File: src/rtl/writeback_unit_pkg.sv
// ---------------------------------------------------------------------------
// pa_core_pkg
// Shared widths and the write-back entry type for the PA_core writeback stage.
//   REG_ADDR_W : register-file address width
//   DATA_W     : register-file data width
//   wb_entry_t : one pending register write {dst, data}
// ---------------------------------------------------------------------------
package pa_core_pkg;

    localparam int REG_ADDR_W = 5;
    localparam int DATA_W     = 32;

    typedef struct packed {
        logic [REG_ADDR_W-1:0] dst;
        logic [DATA_W-1:0]     data;
    } wb_entry_t;

endpackage : pa_core_pkg

File: src/rtl/writeback_unit_if.sv
// ---------------------------------------------------------------------------
// writeback_unit_if
// Groups the ALU result handshake, the memory result handshake and the
// register-file write port of the writeback stage.
//   alu_valid/alu_dst/alu_data -> ALU result offer,  alu_ready <- FIFO space
//   mem_valid/mem_dst/mem_data -> load result offer, mem_ready <- enable
//   WB/WB_add/datain           <- registered write to Decode
// Modports: master (producer side / bench), slave (writeback_unit).
// ---------------------------------------------------------------------------
interface writeback_unit_if;
    import pa_core_pkg::*;

    logic                  alu_valid;
    logic [REG_ADDR_W-1:0] alu_dst;
    logic [DATA_W-1:0]     alu_data;
    logic                  alu_ready;

    logic                  mem_valid;
    logic [REG_ADDR_W-1:0] mem_dst;
    logic [DATA_W-1:0]     mem_data;
    logic                  mem_ready;

    logic                  WB;
    logic [REG_ADDR_W-1:0] WB_add;
    logic [DATA_W-1:0]     datain;

    modport master (
        output alu_valid, alu_dst, alu_data, mem_valid, mem_dst, mem_data,
        input  alu_ready, mem_ready, WB, WB_add, datain
    );

    modport slave (
        input  alu_valid, alu_dst, alu_data, mem_valid, mem_dst, mem_data,
        output alu_ready, mem_ready, WB, WB_add, datain
    );

endinterface : writeback_unit_if

File: src/rtl/writeback_unit_fifo.sv
// ---------------------------------------------------------------------------
// wb_fifo
// DEPTH-entry synchronous FIFO of wb_entry_t holding queued ALU results.
// Ports:
//   clk, rst_n   : clock, asynchronous active-low reset
//   i_push       : write i_entry at the tail (caller guarantees not full)
//   i_entry      : entry to write
//   i_pop        : drop the head entry (caller guarantees not empty)
//   o_head       : current head entry
//   o_count      : occupancy, 0..DEPTH
//   o_valid_mask : one bit per storage slot, set when that slot is occupied
//   o_dst_all    : destination field of every storage slot
// DEPTH must be a power of 2 so pointers wrap by natural overflow.
// ---------------------------------------------------------------------------
module wb_fifo
    import pa_core_pkg::*;
#(
    parameter int DEPTH = 4
) (
    input  logic                                  clk,
    input  logic                                  rst_n,
    input  logic                                  i_push,
    input  wb_entry_t                             i_entry,
    input  logic                                  i_pop,
    output wb_entry_t                             o_head,
    output logic [$clog2(DEPTH+1)-1:0]            o_count,
    output logic [DEPTH-1:0]                      o_valid_mask,
    output logic [DEPTH-1:0][REG_ADDR_W-1:0]      o_dst_all
);

    localparam int PTR_W = $clog2(DEPTH);
    localparam int CNT_W = $clog2(DEPTH+1);

    wb_entry_t          r_mem [DEPTH];
    logic [PTR_W-1:0]   r_wr_ptr;
    logic [PTR_W-1:0]   r_rd_ptr;
    logic [CNT_W-1:0]   r_count;

    // Storage, pointers and occupancy; reset drops every queued entry.
    always_ff @(posedge clk or negedge rst_n) begin
        if (!rst_n) begin
            r_wr_ptr <= {PTR_W{1'b0}};
            r_rd_ptr <= {PTR_W{1'b0}};
            r_count  <= {CNT_W{1'b0}};
            for (int i = 0; i < DEPTH; i++) begin
                r_mem[i] <= '0;
            end
        end else begin
            if (i_push) begin
                r_mem[r_wr_ptr] <= i_entry;
                r_wr_ptr        <= r_wr_ptr + PTR_W'(1);
            end
            if (i_pop) begin
                r_rd_ptr <= r_rd_ptr + PTR_W'(1);
            end
            case ({i_push, i_pop})
                2'b10:   r_count <= r_count + CNT_W'(1);
                2'b01:   r_count <= r_count - CNT_W'(1);
                default: r_count <= r_count;
            endcase
        end
    end

    assign o_head  = r_mem[r_rd_ptr];
    assign o_count = r_count;

    // A slot is occupied when its distance from the head is below the count.
    always_comb begin
        o_valid_mask = {DEPTH{1'b0}};
        o_dst_all    = '0;
        for (int i = 0; i < DEPTH; i++) begin
            o_valid_mask[i] = (CNT_W'(PTR_W'(PTR_W'(i) - r_rd_ptr)) < r_count);
            o_dst_all[i]    = r_mem[i].dst;
        end
    end

endmodule : wb_fifo

File: src/rtl/writeback_unit.sv
// ---------------------------------------------------------------------------
// writeback_unit
// Final PA_core stage: merges ALU results (queued in wb_fifo) and load
// results (priority, never queued) onto the Decode register-file write port.
// Ports:
//   clk, rst_n         : clock, asynchronous active-low reset
//   enable             : pipeline enable; one write issues per enabled edge
//   bus (slave)        : ALU/mem handshakes and the registered WB port
//   count, stall       : FIFO occupancy and full flag
//   src1_reg, src2_reg : Decode source registers for the hazard compare
//   hazard             : a source matches a pending write
// Build option: define WB_HAZARD_EN to enable the hazard compare; otherwise
// hazard is tied low and the source ports are unused.
// ---------------------------------------------------------------------------
module writeback_unit
    import pa_core_pkg::*;
#(
    parameter int DEPTH = 4
) (
    input  logic                        clk,
    input  logic                        rst_n,
    input  logic                        enable,
    writeback_unit_if.slave             bus,
    output logic [$clog2(DEPTH+1)-1:0]  count,
    output logic                        stall,
    input  logic [REG_ADDR_W-1:0]       src1_reg,
    input  logic [REG_ADDR_W-1:0]       src2_reg,
    output logic                        hazard
);

    localparam int CNT_W = $clog2(DEPTH+1);

    wb_entry_t                         w_head;
    wb_entry_t                         w_alu_entry;
    logic [CNT_W-1:0]                  w_count;
    logic [DEPTH-1:0]                  w_valid_mask;
    logic [DEPTH-1:0][REG_ADDR_W-1:0]  w_dst_all;
    logic                              w_push;
    logic                              w_pop;
    logic                              w_alu_ready;

    logic                              r_wb;
    logic [REG_ADDR_W-1:0]             r_wb_add;
    logic [DATA_W-1:0]                 r_datain;

    // Full FIFO refuses pushes even on a popping edge: no pass-through path.
    assign w_alu_ready = (w_count != CNT_W'(DEPTH));
    assign w_push      = bus.alu_valid & w_alu_ready;
    // Memory results own the port, so the FIFO only drains on mem-free edges.
    assign w_pop       = enable & ~bus.mem_valid & (w_count != CNT_W'(0));
    assign w_alu_entry = '{dst: bus.alu_dst, data: bus.alu_data};

    wb_fifo #(.DEPTH(DEPTH)) u_fifo (
        .clk          (clk),
        .rst_n        (rst_n),
        .i_push       (w_push),
        .i_entry      (w_alu_entry),
        .i_pop        (w_pop),
        .o_head       (w_head),
        .o_count      (w_count),
        .o_valid_mask (w_valid_mask),
        .o_dst_all    (w_dst_all)
    );

    // Issue arbitration: mem first, then FIFO head; address/data hold when idle.
    always_ff @(posedge clk or negedge rst_n) begin
        if (!rst_n) begin
            r_wb     <= 1'b0;
            r_wb_add <= {REG_ADDR_W{1'b0}};
            r_datain <= {DATA_W{1'b0}};
        end else if (enable) begin
            if (bus.mem_valid) begin
                r_wb     <= 1'b1;
                r_wb_add <= bus.mem_dst;
                r_datain <= bus.mem_data;
            end else if (w_count != CNT_W'(0)) begin
                r_wb     <= 1'b1;
                r_wb_add <= w_head.dst;
                r_datain <= w_head.data;
            end else begin
                r_wb     <= 1'b0;
            end
        end else begin
            r_wb <= 1'b0;
        end
    end

    assign bus.alu_ready = w_alu_ready;
    assign bus.mem_ready = enable;
    assign bus.WB        = r_wb;
    assign bus.WB_add    = r_wb_add;
    assign bus.datain    = r_datain;
    assign count         = w_count;
    assign stall         = (w_count == CNT_W'(DEPTH));

`ifdef WB_HAZARD_EN
    logic w_hazard;

    // Any queued, in-flight load or currently driven write targeting a source.
    always_comb begin
        w_hazard = 1'b0;
        for (int i = 0; i < DEPTH; i++) begin
            w_hazard = w_hazard | (w_valid_mask[i] &
                       ((w_dst_all[i] == src1_reg) | (w_dst_all[i] == src2_reg)));
        end
        w_hazard = w_hazard | (bus.mem_valid &
                   ((bus.mem_dst == src1_reg) | (bus.mem_dst == src2_reg)));
        w_hazard = w_hazard | (r_wb &
                   ((r_wb_add == src1_reg) | (r_wb_add == src2_reg)));
    end

    assign hazard = w_hazard;
`else
    logic w_unused_hazard;
    assign w_unused_hazard = ^{w_valid_mask, w_dst_all, src1_reg, src2_reg};
    assign hazard          = 1'b0;
`endif

endmodule : writeback_unit

File: src/flat_wrapper.sv
// flat-port wrapper written by rule: the top's interface ports become plain ports
module writeback_unit_flat import pa_core_pkg::*;
#(
    parameter int DEPTH = 4
)
  (clk, rst_n, enable, count, stall, src1_reg, src2_reg, hazard, bus_alu_valid, bus_alu_dst, bus_alu_data, bus_mem_valid, bus_mem_dst, bus_mem_data, bus_alu_ready, bus_mem_ready, bus_WB, bus_WB_add, bus_datain);
  writeback_unit_if bus_i ();
  input  logic clk;
  input  logic rst_n;
  input  logic enable;
  output logic [$clog2(DEPTH+1)-1:0] count;
  output logic stall;
  input  logic [REG_ADDR_W-1:0] src1_reg;
  input  logic [REG_ADDR_W-1:0] src2_reg;
  output logic hazard;
  input wire logic [$bits(bus_i.alu_valid)-1:0] bus_alu_valid;
  input wire logic [$bits(bus_i.alu_dst)-1:0] bus_alu_dst;
  input wire logic [$bits(bus_i.alu_data)-1:0] bus_alu_data;
  input wire logic [$bits(bus_i.mem_valid)-1:0] bus_mem_valid;
  input wire logic [$bits(bus_i.mem_dst)-1:0] bus_mem_dst;
  input wire logic [$bits(bus_i.mem_data)-1:0] bus_mem_data;
  output wire logic [$bits(bus_i.alu_ready)-1:0] bus_alu_ready;
  output wire logic [$bits(bus_i.mem_ready)-1:0] bus_mem_ready;
  output wire logic [$bits(bus_i.WB)-1:0] bus_WB;
  output wire logic [$bits(bus_i.WB_add)-1:0] bus_WB_add;
  output wire logic [$bits(bus_i.datain)-1:0] bus_datain;
  assign bus_i.alu_valid = bus_alu_valid;
  assign bus_i.alu_dst = bus_alu_dst;
  assign bus_i.alu_data = bus_alu_data;
  assign bus_i.mem_valid = bus_mem_valid;
  assign bus_i.mem_dst = bus_mem_dst;
  assign bus_i.mem_data = bus_mem_data;
  assign bus_alu_ready = bus_i.alu_ready;
  assign bus_mem_ready = bus_i.mem_ready;
  assign bus_WB = bus_i.WB;
  assign bus_WB_add = bus_i.WB_add;
  assign bus_datain = bus_i.datain;
  writeback_unit #(.DEPTH(DEPTH)) u_core (.clk(clk), .rst_n(rst_n), .enable(enable), .bus(bus_i), .count(count), .stall(stall), .src1_reg(src1_reg), .src2_reg(src2_reg), .hazard(hazard));
endmodule
File: config.mk
export PLATFORM = sky130hd
export DESIGN_NAME = writeback_unit_flat
export DESIGN_NICKNAME = d
export VERILOG_FILES = /design/src/rtl/writeback_unit_pkg.sv /design/src/rtl/writeback_unit_if.sv /design/src/rtl/writeback_unit_fifo.sv /design/src/rtl/writeback_unit.sv /design/src/flat_wrapper.sv
export SDC_FILE = /design/constraint.sdc
export NUM_CORES = 1
export LEC_CHECK = 0
export ABC_AREA = 0
export BUFFER_PORTS_ARGS = -buffer_cell sky130_fd_sc_hd__buf_2
export CORE_ASPECT_RATIO = 1.1
export CORE_MARGIN = 5
export CORE_UTILIZATION = 31
export CTS_CLUSTER_SIZE = 28
export DETAILED_ROUTE_END_ITERATION = 7
export GPL_ROUTABILITY_DRIVEN = 0
export PLACE_DENSITY = 0.58
export SLEW_MARGIN = 20
export SYNTH_ARGS = -nofsm -noshare
export SYNTH_HDL_FRONTEND = slang
export SYNTH_SLANG_ARGS = --single-unit
File: constraint.sdc
create_clock -name clk -period 3.49 [get_ports clk]
set_input_delay 0 -clock clk [delete_from_list [all_inputs] [get_ports clk]]
set_output_delay 0 -clock clk [all_outputs]
set_load 0.02 [all_outputs]
==> results.md, run 1 <==
* Reg power frac at 0.447
* I/O pins at 134
* TritonCTS Sinks at 193
* Largest net degree at the start of global routing at 133
* Critical path cell sequence: or3b_1, nand2_1, ha_1, inv_1, fa_1, xor2_1, nor2_1, xor2_1
* DR vias/cell at 4.85
* Met2 GRT Util at 0.236
* WL/cell at 18.9 um
* Net Count, Synth at 619
* Outcome: finished clean
* Worst Max-Slew Pin Slew at 889 ps
* Row count at 63
* Max cap viols at 0
* Fraction of the yosys area taken by sequential cells at 0.568
* Pint at 6.32 mW
* Cells after Synth at 524
* CTS tree: done
* CP Max Fanout at 7
* Clock-pin slew on the worst setup and hold paths at 80 ps
* Met1 Usage GRT at 0.172
* Slew margin rel. at 0.407
* DP HPWL at 12,100 um
* Drt initial violations at 200
* Net Sw Frac at 0.326
* Final setup viols at 0
* RSZ-0062 raised after global routing: false
* Fin cells at 1,073
* WP data arrival at 2790 ps
* Clock buffer depth at 2
* Starting Density at 0.315
* Drt pass-1 iters at 4
* Synth warn at 0
* Total Wirelength at 20,200 um
* Pre-CTS setup slack at 1060 ps
* H-tree levels at 4
* CTS Buf Count at 17
* Clock skew at 14.2 ps
* CP peak stage delay at 590 ps
* Yosys top cell by area: dfrtp_1
* Setup TNS at 0 ps
* Die Height at 184 um
* F_max at 0.412 GHz
* Combinational Power Share at 0.338
* Clk root buf: clkbuf_16
* GRT Util Overall at 0.135
* CP max stage cell: or3b_1
* Post-synth cell types at 23
* Final net count at 800
* Worst VDD drop at 0.000457 V
* Layout cell share with drive strength beyond 1 at 0.320
* Core area at 27,000 um^2
* Multi-input gate area at 3390 um^2
* Hold Vio Cnt, Final at 0
* Initial antenna violation count at 0
* Placed inst area at 9360 um^2
* Die area at 30,900 um^2
* First-pass GRT wire length at 32,800 um
* Synthesis-stage register bit count at 193
* Net switching power at 3.06 mW
* Chip width at 168 um
* WP data required at 3860 ps
* Power Dens Cells at 874 nW/um^2
* Most frequent cells in the layout: dfrtp_1, buf_2, mux2_1
* Most used cell, CP: xor2_1
* Fin util at 0.397
* Post-CTS Setup Bufs at 0
* Worst-Skew Late Latency at 440 ps
* Placed cell count at 966
* Final ANT Viol Nets at 0
* Syn Std Cell Area at 8510 um^2
* GRT overflow at 0
* Antenna cells at 0
* Leakage power total at 4.79 nW
* Worst setup path category: reg -> reg
* Vias in the first global route at 5,956
* Tmin final at 2430 ps
* Final Cycle Share at 0.696
* Filler cells at 2,454
* Setup WS post-layout at 1060 ps
* Most common cell after layout, fill and taps aside: dfrtp_1
* Met3 GRT Util at 0.0213
* Global route hottest layer: met2
* Via count at 5,206
* CP Capture Type: flip-flop
* Yosys top cell area share at 0.568
* Avg Cell Area, Syn at 16.2 um^2
* Final Cell Area at 10,700 um^2
* Area Overhead vs Synth at 26.2%
* Slew Limit Fails at 0
* Area contributors post-synth: dfrtp_1, mux2_1, mux4_2, a221o_1, mux2_2
* DRC viols at 0
* Reg2reg setup slack at 1060 ps
* Seq. cell area at 4840 um^2
* HP Class: in -> async
* Clock power share at 0.215
* # port buffers at 122
* Startpoint types: flip-flop
## final timing paths
path                                          startpoint                  endpoint  depth (start not counted)
worst max-delay path            u_core.u_fifo.o_count[0]  u_core.u_fifo.o_count[2]                          8
worst min-delay path                               rst_n      u_core.bus.datain[4]                          2
worst max register to register  u_core.u_fifo.o_count[0]  u_core.u_fifo.o_count[2]                          8
worst min register to register   u_core.u_fifo.r_mem[46]   u_core.u_fifo.r_mem[46]                          1
max in group asynchronous                          rst_n     u_core.bus.datain[23]                          3
min in group clk                        bus_alu_data[16]   u_core.u_fifo.r_mem[90]                          3
## cell usage after synthesis (all sizes together)
library cell / n
fa: 1
mux2i: 1
nand3b: 1
conb: 1
inv: 7
nand2: 1
and3: 37
buf: 25
o41ai: 1
dfrtp: 193
xor2: 3
mux4: 37
mux2: 149
ha: 5
nor2: 2
nand3: 4
or3b: 1
a221o: 37
xnor2: 3
clkbuf: 15
## stage by stage
step / total power, mW / hold WS [ps]
4_1_cts: 9.54 / 331
6_report: 9.39 / 29.5
3_5_place_dp: 7.43 / 259
2_1_floorplan: 6.46 / -296
5_1_grt: 9.97 / 60.6
3_3_place_gp: 7.19 / 223
## metal layers
layer | share of wire | up-vias | wire (um)
li1 | - | 2340 | -
met1 | 0.44 | 2748 | 8990
met2 | 0.51 | 98 | 10300
met3 | 0.030 | 20 | 603
met4 | 0.014 | 0 | 291
met5 | 0 | - | 0
## layout make-up
type	count	area share
clock buffer	18	0.0400
clock inverter	12	0.0150
inverter	7	0.00245
multi-input combinational	284	0.316
sequential	193	0.450
tap	357	0.0416
timing repair buffer	202	0.134
## timing repair
action / CTS / global route
hold buffers: 76 / 0
resized for setup: 0 / 0
setup endpoints to repair: 0 / 0
endpoints found under the hold margin: 317 / 0
## critical path: cells and delay by family (launching register included)
kind | cells | cell delay (ps)
xor+xnor | 2 | 300
simple gates | 3 | 940
fa+ha+maj | 2 | 590
buf+inv | 1 | 60
flops | 1 | 460
## logic make-up (layout without fill, tap and decap cells)
group / after synthesis / count (layout) / synth area share
buffers and inverters: 47 / 239 / 0.0356
other: 1 / 1 / 0.000441
xor gates and xnor gates: 6 / 6 / 0.00618
DFF: 193 / 193 / 0.568
AOI/OAI and AO/OA: 38 / 38 / 0.0454
and+or+nand+nor: 46 / 46 / 0.0387
adders and majority gates: 6 / 6 / 0.00971
muxes: 187 / 187 / 0.296
## power by group through the flow
stage	logic, mW	clock network (mW)	registers, mW
after floorplan	2.40	0	4.06
after global placement	3.07	0	4.12
after detailed placement	3.18	0	4.25
after CTS	3.25	2.08	4.21
after global routing	3.45	2.15	4.37
final	3.17	2.02	4.20
## registers in the layout, summed over array words and instances (netlist names)
name / cells
u_core.bus.datain: 32
u_core.u_fifo.r_wr_ptr: 2
u_core.u_fifo.r_mem: 128
u_core.bus.WB: 1
u_core.u_fifo.r_rd_ptr: 2
u_core.u_fifo.o_count: 3
u_core.bus.WB_add: 5
u_core.u_fifo.o_dst_all: 20
Power figures use the tool's default switching activity.
==> run 2, diff against run 1 <==
- PLACE_DENSITY: 0.58 -> 0.6
- clock period: 3.49 -> 2.2 ns (I/O delays scaled with it)
==> results.md, run 2 (synthesized netlist as in run 1, its figures left out) <==
* Largest net degree at the start of global routing at 60
* Filler cells at 2,492
* CTS tree: done
* RSZ-0062 raised after global routing: false
* Starting Density at 0.315
* Most frequent cells in the layout: dfrtp_1, buf_2, mux2_1
* Most common cell after layout, fill and taps aside: dfrtp_1
* Vias in the first global route at 5,748
* DRC viols at 0
* Core area at 27,000 um^2
* Worst VDD drop at 0.000604 V
* F_max at 0.497 GHz
* Drt pass-1 iters at 4
* Tmin final at 2010 ps
* Clock skew at 15.7 ps
* WP data required at 2570 ps
* Area Overhead vs Synth at 29.3%
* GRT overflow at 0
* H-tree levels at 4
* Placed cell count at 983
* HP Class: in -> async
* # port buffers at 122
* Reg2reg setup slack at 190 ps
* Chip width at 168 um
* TritonCTS Sinks at 193
* Via count at 5,244
* Drt initial violations at 228
* Slew margin rel. at 0.626
* Setup TNS at 0 ps
* Worst setup path category: reg -> reg
* Slew Limit Fails at 0
* Final Cycle Share at 0.914
* Worst-Skew Late Latency at 440 ps
* Leakage power total at 4.93 nW
* CTS Buf Count at 17
* Initial antenna violation count at 1
* Clock buffer depth at 2
* Die area at 30,900 um^2
* First-pass GRT wire length at 33,000 um
* Die Height at 184 um
* Hold Vio Cnt, Final at 0
* CP Capture Type: flip-flop
* Clk root buf: clkbuf_16
* Layout cell share with drive strength beyond 1 at 0.347
* Fin cells at 1,098
* Total Wirelength at 20,200 um
* Max cap viols at 0
* Power Dens Cells at 1370 nW/um^2
* RR Startpoint: u_core.u_fifo.o_count[1]
* Final ANT Viol Nets at 0
* Max reg flops at 128
* Outcome: finished clean
* Startpoint types: flip-flop
* CP Max Fanout at 38
* FF-to-FF End: u_core.u_fifo.r_rd_ptr[1]
* DR vias/cell at 4.78
* Worst Max-Slew Pin Slew at 561 ps
* GRT Util Overall at 0.137
* Clock-pin slew on the worst setup and hold paths at 80 ps
* Final setup viols at 0
* Final Power at 15.0 mW
* End point of the critical path: u_core.u_fifo.r_rd_ptr[1]
* Row count at 63
* R2R cell count at 6
* WL/cell at 18.4 um
* WP data arrival at 2380 ps
* CP startpoint: u_core.u_fifo.o_count[1]
* Biggest register: u_core.u_fifo.r_mem
* DP HPWL at 12,400 um
* I/O pins at 134
* Final net count at 822
run 2: cell types whose count changed in the layout (fill, tap and decap cells not counted), moves of 2 or more:
| cell | delta |
|---|---|
| buf_12 | +10 |
| buf_4 | +13 |
| bufinv_16 | -2 |
| clkbuf_8 | +2 |
| dfrtp_1 | -3 |
| dfrtp_2 | +4 |
run 2: final cells by class:
class | instances | area [um^2] | share of cell area
Clock buffer | 20 | 447 | 0.0406
Multi-Input combinational cell | 284 | 3400 | 0.309
Timing Repair Buffer | 224 | 1710 | 0.156
Sequential cell | 193 | 4840 | 0.440
Antenna cell | 1 | 2.50 | 0.000228
Tap cell | 357 | 447 | 0.0406
Inverter | 7 | 26.3 | 0.00239
Clock inverter | 12 | 125 | 0.0114
run 2: layer usage:
metal | wire length (um) | track usage | vias up
li1 | - | - | 2398
met1 | 9440 | 0.189 | 2725
met2 | 9580 | 0.222 | 103
met3 | 916 | 0.0282 | 18
met4 | 249 | 0.0377 | 0
met5 | 0 | 0 | -
run 2: critical path, stage by stage, from the launching register on:
cell and delay [ps]:
dfrtp_2 410, buf_4 150, o41ai_4 420, buf_4 550, inv_1 160, nand3b_1 130
xnor2_1 110
run 2: stage by stage:
step | utilization | cell area, um^2 | worst slack, ps | hold WS [ps]
after floorplan | - | 8510 | 13.0 | -296
after global placement | 0.356 | 9620 | 147 | 0.298
after detailed placement | 0.356 | 9620 | 114 | 4.08
after CTS | 0.405 | 10900 | 97.6 | 88.7
after global routing | 0.407 | 11000 | 24.8 | 117
final | 0.407 | 11000 | 188 | 79.2
run 2: power by group:
group          leakage (nW)  internal, mW  switching, mW
logic                  2.35          3.19           2.56
clock network         0.270          1.62           1.43
registers              2.30          5.34          0.879
run 2: worst min path at each step:
stage,end,slack [ps]
final,u_core.u_fifo.r_mem[113],80
after global routing,u_core.u_fifo.r_mem[39],120
after CTS,u_core.u_fifo.r_mem[39],90
after detailed placement,u_core.u_fifo.r_mem[39],4
after global placement,u_core.u_fifo.r_mem[39],0.3
after floorplan,u_core.bus.WB,-300
run 2: timing repair:
action / in CTS / in global routing
buffers inserted: 0 / 6
hold endpoints to repair: 379 / 0
setup endpoints to repair: 0 / 1
hold buffers: 76 / 0
resized for setup: 0 / 1
